[config.mk]
export PLATFORM = sky130hd
export DESIGN_NAME = inst_rom_responder
export DESIGN_NICKNAME = d
export VERILOG_FILES = /design/src/rtl/rom_pkg.sv /design/src/rtl/inst_rom_array.sv /design/src/rtl/inst_rom_responder.sv
export SDC_FILE = /design/constraint.sdc
export NUM_CORES = 2
export LEC_CHECK = 0
export ABC_CLOCK_PERIOD_IN_PS = 4700
export CORE_MARGIN = 3
export CORE_UTILIZATION = 45
export CTS_CLUSTER_DIAMETER = 150
export DETAILED_ROUTE_END_ITERATION = 12
export PLACE_DENSITY_LB_ADDON = 0.3
export SETUP_SLACK_MARGIN = 0.5
export SLEW_MARGIN = 20
export SYNTH_ARGS = -nofsm -noshare
export SYNTH_HDL_FRONTEND = slang
export SYNTH_SLANG_ARGS = --single-unit
[constraint.sdc]
create_clock -name i_SCLK -period 4.7 [get_ports i_SCLK]
set_input_delay 0.94 -clock i_SCLK [delete_from_list [all_inputs] [get_ports i_SCLK]]
set_output_delay 0.94 -clock i_SCLK [all_outputs]
set_load 0.05 [all_outputs]
[src/rtl/rom_pkg.sv]
// Shared definitions for the instruction-ROM responder: FSM states, instruction
// field layout, one-hot opcodes and the NOP word.
package rom_pkg;

  localparam int unsigned CNT_W   = 4;
  localparam int unsigned OPC_MSB = 18;
  localparam int unsigned OPC_LSB = 12;
  localparam int unsigned OP1_MSB = 11;
  localparam int unsigned OP1_LSB = 8;
  localparam int unsigned OP2_MSB = 7;
  localparam int unsigned OP2_LSB = 0;

  localparam logic [6:0] OPC_MOV0 = 7'h01;
  localparam logic [6:0] OPC_MOV1 = 7'h02;
  localparam logic [6:0] OPC_MOV2 = 7'h04;
  localparam logic [6:0] OPC_ADD  = 7'h08;
  localparam logic [6:0] OPC_SUB  = 7'h10;
  localparam logic [6:0] OPC_JMP  = 7'h20;
  localparam logic [6:0] OPC_JZ   = 7'h40;

  localparam logic [18:0] INST_NOP = 19'h0;

  typedef enum logic [1:0] {
    ST_IDLE = 2'd0,
    ST_WAIT = 2'd1,
    ST_RESP = 2'd2,
    ST_HOLD = 2'd3
  } state_t;

  typedef struct packed {
    logic [6:0] opcode;
    logic [3:0] op1;
    logic [7:0] op2;
  } inst_t;

  function automatic inst_t make_inst(input logic [6:0] opc, input logic [3:0] op1,
                                      input logic [7:0] op2);
    inst_t w;
    w.opcode = opc;
    w.op1    = op1;
    w.op2    = op2;
    return w;
  endfunction

endpackage

[src/rtl/inst_rom_array.sv]
// Instruction store: synchronous write, combinational read at the given address.
// No reset, so contents survive a responder reset.
module inst_rom_array #(
  parameter int unsigned ADDR_W = 7,
  parameter int unsigned DATA_W = 19
) (
  input  logic              clk,
  input  logic              we,
  input  logic [ADDR_W-1:0] waddr,
  input  logic [DATA_W-1:0] wdata,
  input  logic [ADDR_W-1:0] raddr,
  output logic [DATA_W-1:0] rdata
);

  logic [DATA_W-1:0] mem [2**ADDR_W];

  always_ff @(posedge clk) begin
    if (we) mem[waddr] <= wdata;
  end

  // A read sampled on the write edge sees the word from before that edge.
  assign rdata = mem[raddr];

endmodule

[src/rtl/inst_rom_responder.sv]
// Responder for the controller's instruction-ROM read handshake with program-load port.
// Optional ROM_PARITY_EN adds a stored even-parity bit, a read check and sticky o_PAR_ERR.
module inst_rom_responder
  import rom_pkg::*;
#(
  parameter int unsigned ADDR_W  = 7,
  parameter int unsigned INST_W  = 19,
  parameter int unsigned LATENCY = 2
) (
  input  logic              i_SCLK,
  input  logic              i_RESETB,
  input  logic              i_RD_RQST,
  input  logic [ADDR_W-1:0] i_ADDR,
  output logic              o_ROM_READY,
  output logic [INST_W-1:0] o_INST,
  output logic              o_BUSY,
  input  logic              i_PRG_WE,
  input  logic [ADDR_W-1:0] i_PRG_ADDR,
  input  logic [INST_W-1:0] i_PRG_DATA
`ifdef ROM_PARITY_EN
  ,
  output logic              o_PAR_ERR
`endif
);

  if (LATENCY < 1 || LATENCY > 15) begin : g_bad_latency
    $error("inst_rom_responder: LATENCY must be within 1..15");
  end

`ifdef ROM_PARITY_EN
  localparam int unsigned ARR_W = INST_W + 1;
`else
  localparam int unsigned ARR_W = INST_W;
`endif

  state_t            state_q, state_d;
  logic [CNT_W-1:0]  cnt_q, cnt_d;
  logic [ADDR_W-1:0] addr_q, addr_d;
  logic              ready_d;
  logic [INST_W-1:0] inst_d;
  logic [ARR_W-1:0]  wr_word, rd_word;
`ifdef ROM_PARITY_EN
  logic              par_err_d;

  assign wr_word = {^i_PRG_DATA, i_PRG_DATA};
`else
  assign wr_word = i_PRG_DATA;
`endif

  inst_rom_array #(
    .ADDR_W (ADDR_W),
    .DATA_W (ARR_W)
  ) u_array (
    .clk   (i_SCLK),
    .we    (i_PRG_WE),
    .waddr (i_PRG_ADDR),
    .wdata (wr_word),
    .raddr (addr_q),
    .rdata (rd_word)
  );

  // Next-state, counter, latched address and next output values.
  always_comb begin
    state_d = state_q;
    cnt_d   = cnt_q;
    addr_d  = addr_q;
    ready_d = 1'b0;
    inst_d  = o_INST;
`ifdef ROM_PARITY_EN
    par_err_d = o_PAR_ERR;
`endif
    case (state_q)
      ST_IDLE: begin
        if (!i_RD_RQST) begin
          addr_d  = i_ADDR;
          cnt_d   = CNT_W'(LATENCY - 1);
          state_d = (LATENCY == 1) ? ST_RESP : ST_WAIT;
        end
      end
      ST_WAIT: begin
        if (cnt_q != '0) cnt_d = cnt_q - CNT_W'(1);
        if (cnt_q <= CNT_W'(1)) state_d = ST_RESP;
      end
      ST_RESP: begin
        ready_d = 1'b1;
        inst_d  = rd_word[INST_W-1:0];
`ifdef ROM_PARITY_EN
        if (^rd_word) begin
          inst_d    = INST_W'(INST_NOP);
          par_err_d = 1'b1;
        end
`endif
        state_d = ST_HOLD;
      end
      ST_HOLD: begin
        // A request still held low here belongs to the transaction just answered.
        if (i_RD_RQST) state_d = ST_IDLE;
      end
      default: state_d = ST_IDLE;
    endcase
  end

  always_ff @(posedge i_SCLK or negedge i_RESETB) begin
    if (!i_RESETB) begin
      state_q     <= ST_IDLE;
      cnt_q       <= '0;
      addr_q      <= '0;
      o_ROM_READY <= 1'b0;
      o_INST      <= '0;
      o_BUSY      <= 1'b0;
`ifdef ROM_PARITY_EN
      o_PAR_ERR   <= 1'b0;
`endif
    end else begin
      state_q     <= state_d;
      cnt_q       <= cnt_d;
      addr_q      <= addr_d;
      o_ROM_READY <= ready_d;
      o_INST      <= inst_d;
      o_BUSY      <= (state_d != ST_IDLE);
`ifdef ROM_PARITY_EN
      o_PAR_ERR   <= par_err_d;
`endif
    end
  end

endmodule

==> out/qor.yml <==
layout:
  regArea_um2: 73900
  synthToLayoutAreaGrowth_pct: 13.4
  drive_gt1_frac: 0.229
  fillers: 16400
  finish.instance_area_um2: 109000
  fin_nets: 5073
  fin_cells: 8048
  final_cell_mix: "edfxtp_1, mux2i_1, mux4_2, buf_4, clkbuf_16"
  final_common_cell: "edfxtp_1"
  multi_input_area_um2: 20600
  postLayoutCoreUtil: 0.516
timing:
  final.min_clock_period_ps: 3980
  hold_violations: 0
  max_freq_mhz: 251
  drv_slew: 0
  setup_slack_ps: 717
  timing.final.crit_share: 0.847
  setup_tns_ps: 0
  grt_setup_unrepaired: "false"
  skew_ps: 82.2
  maxSlewHeadroom: 0.220
  final-setup-viol-count: 0
  tightest_slew_ps: 1170
routing:
  wire_per_inst_um: 31.4
  drt_wl_total_um: 253000
  drc: 0
  dr.first_iter.drc_count: 6812
  routed_via_density: 6.05
  firstDrtPassIters: 5
  vias: 48700
  detail-route-antenna-nets: 0
pwr:
  p_switching_mw: 19.9
  switching_share: 0.325
  powerDensity_nw_per_um2: 563
  p_seq_frac: 0.405
  clockPowerShare: 0.301
  ir_drop_mv: 0.444
  leakage_nw: 35.1
  intPower_mw: 41.4
  combPwrFrac: 0.294
floorplan:
  num_rows: 168
  start_util: 0.455
  die_width_um: 468
  fp.dieH_um: 468
  core_area_um2: 211000
  dieArea_um2: 219000
  ios: 58
logic_synthesis:
  synth_flop_cell: "edfxtp_1"
  synth_cell_type_count: 56
  synth_edf_count: 2432
  synth_warnings: 0
  avgSynthCellArea_um2: 20.3
  synthArstFlopShare: 0.0138
  synthCells: 4719
  syn_area_um2: 96000
  synth_nets: 4759
  ys_seq_elements: 2466
  ys_seq_area_frac: 0.770
critical_path:
  crit_path_end: "o_INST[17]$_DFFE_PN0P_"
  crit_path_end_kind: "flip-flop"
  rr_startpoint: "addr_q[0]$_DFFE_PN0P_"
  cp-startpoint: "addr_q[0]$_DFFE_PN0P_"
  crit_type: "flip-flop to flip-flop"
  arrival_ps: 4740
  reg2reg_to: "o_INST[17]$_DFFE_PN0P_"
  rr_worst_depth: 8
  rrSetupSlack_ps: 720
  crit_fanout: 24
  startpoint_type: "flip-flop"
  worstPathRequired_ps: 5460
clock_tree:
  post-cts-setup-buffers: 0
  cts_root_buf: "clkbuf_16"
  cts_buffers: 237
  cts_buffer_depth: 3
  htree_levels: 4
  tritoncts: "done"
  insertion_delay_ps: 890
  clk_pin_slew_ps: 60
  clock-sinks: 2466
placement:
  post-place-cells: 7598
  place_area_um2: 101000
  place_ws_ps: 787
  io_buffers: 57
  place_hpwl_um: 153000
  gp_congestion: 0.935
global_routing:
  antenna_found_initial: 14
  grt_pass1_vias: 47800
  grt-ovfl-total: 0
  grt_usage: 0.231
  grt_pass1_wl_um: 360000
  grt_max_degree: 129
run:
  max_cap_violations: 0
worst_hold_path:
  hp-class: "flip-flop to flip-flop"
  min_path_cells: 1
  min-delay-start: "o_INST[0]$_DFFE_PN0P_"
outcome:
  status: "finished, final reports clean"
[state kept, by name, indices dropped and copies added (netlist names)]
| name | cells |
|---|---|
| cnt_q | 4 |
| o_ROM_READY | 1 |
| u_array.mem | 2432 |
| state_q | 2 |
| o_INST | 19 |
| addr_q | 7 |
| o_BUSY | 1 |
[logic make-up after synthesis]
kind of cell    share of synthesized area
simple gates                       0.0237
compound gates                     0.0393
mux                                 0.147
buf+inv                            0.0197
xor+xnor                         0.000183
flops                               0.770
fa+ha+maj                        0.000391
[metrics by stage]
stage                     hold WS, ps  power (mW)
after floorplan                   494        36.7
after global placement            504        43.1
after detailed placement          504        43.2
after CTS                         521        61.5
after global routing              534        63.3
final                             518        61.3
[repair_timing]
item	CTS	global route
hold endpoints to repair	3	0
hold buffers	1	0
gates resized for setup	0	0
endpoints found under the setup margin	0	0
[worst max-delay path: stages, from the launching register on]
cell and delay, ps:
dfrtp_4 710, buf_4 330, buf_4 480, mux4_2 580
nand2_1 80, nand2_1 230, a221oi_1 720, a2111oi_0 290
a221o_1 400
[cell usage after synthesis (3+ instances only)]
cell type / number / area share
nor3_1: 50 / 0.0026
mux4_2: 358 / 0.084
buf_12: 7 / 0.0015
o211a_1: 7 / 0.00073
mux2i_1: 523 / 0.055
nor2b_1: 36 / 0.0023
buf_1: 15 / 0.00059
buf_8: 14 / 0.0022
nand2b_1: 12 / 0.00078
inv_1: 7 / 0.00027
mux2_2: 34 / 0.0040
a221oi_1: 20 / 0.0018
buf_2: 49 / 0.0026
o22ai_1: 106 / 0.0069
dfrtp_1: 34 / 0.0089
a211oi_1: 76 / 0.0059
a31oi_1: 17 / 0.0011
ha_1: 3 / 0.00039
buf_6: 37 / 0.0043
and2_1: 36 / 0.0023
a211o_1: 4 / 0.00036
and3_1: 8 / 0.00052
nand2_1: 106 / 0.0041
edfxtp_1: 2432 / 0.76
or2_2: 10 / 0.00065
a21oi_1: 66 / 0.0034
o211ai_1: 14 / 0.0011
nand4_1: 3 / 0.00020
o41ai_1: 19 / 0.0017
o21ai_0: 39 / 0.0020
a2111oi_0: 18 / 0.0016
clkbuf_1: 99 / 0.0039
buf_4: 56 / 0.0044
o221ai_1: 35 / 0.0032
o32ai_1: 23 / 0.0021
mux4_1: 16 / 0.0044
nand3_1: 25 / 0.0013
a22oi_1: 65 / 0.0051
nor2_1: 201 / 0.0079
nor4_1: 7 / 0.00046
a221o_1: 13 / 0.0014
[metal layers]
| metal | track usage | vias to the layer above | part of all wire | routed length [µm] |
|---|---|---|---|---|
| li1 | - | 20200 | - | - |
| met1 | 0.327 | 25700 | 0.41 | 103000 |
| met2 | 0.360 | 2375 | 0.47 | 119000 |
| met3 | 0.0450 | 390 | 0.085 | 21600 |
| met4 | 0.0786 | 0 | 0.037 | 9430 |
| met5 | 0 | - | 0 | 0 |
[cell type report]
class	instances	area share
Timing Repair Buffer	352	0.0294
Multi-Input combinational cell	1968	0.189
Tap cell	2805	0.0322
Inverter	8	0.000299
Clock buffer	304	0.0583
Clock inverter	138	0.0117
Sequential cell	2466	0.679
Antenna cell	7	0.000161
[how the worst min path moves through the flow]
stage                            endpoint
floorplan            cnt_q[0]$_DFFE_PN0P_
finish              o_INST[0]$_DFFE_PN0P_
detailed placement  o_INST[0]$_DFFE_PN0P_
global route        o_INST[0]$_DFFE_PN0P_
global placement    o_INST[0]$_DFFE_PN0P_
CTS                 o_INST[0]$_DFFE_PN0P_
[power groups by stage]
stage | sequential (mW) | clock [mW] | combinational (mW)
after global placement | 25.3 | 0 | 17.8
after global routing | 24.8 | 19.6 | 18.8
final | 24.8 | 18.5 | 18.0
after CTS | 24.8 | 18.7 | 18.0
after detailed placement | 25.3 | 0 | 17.9
after floorplan | 25.2 | 0 | 11.5
Power figures use the tool's default switching activity.
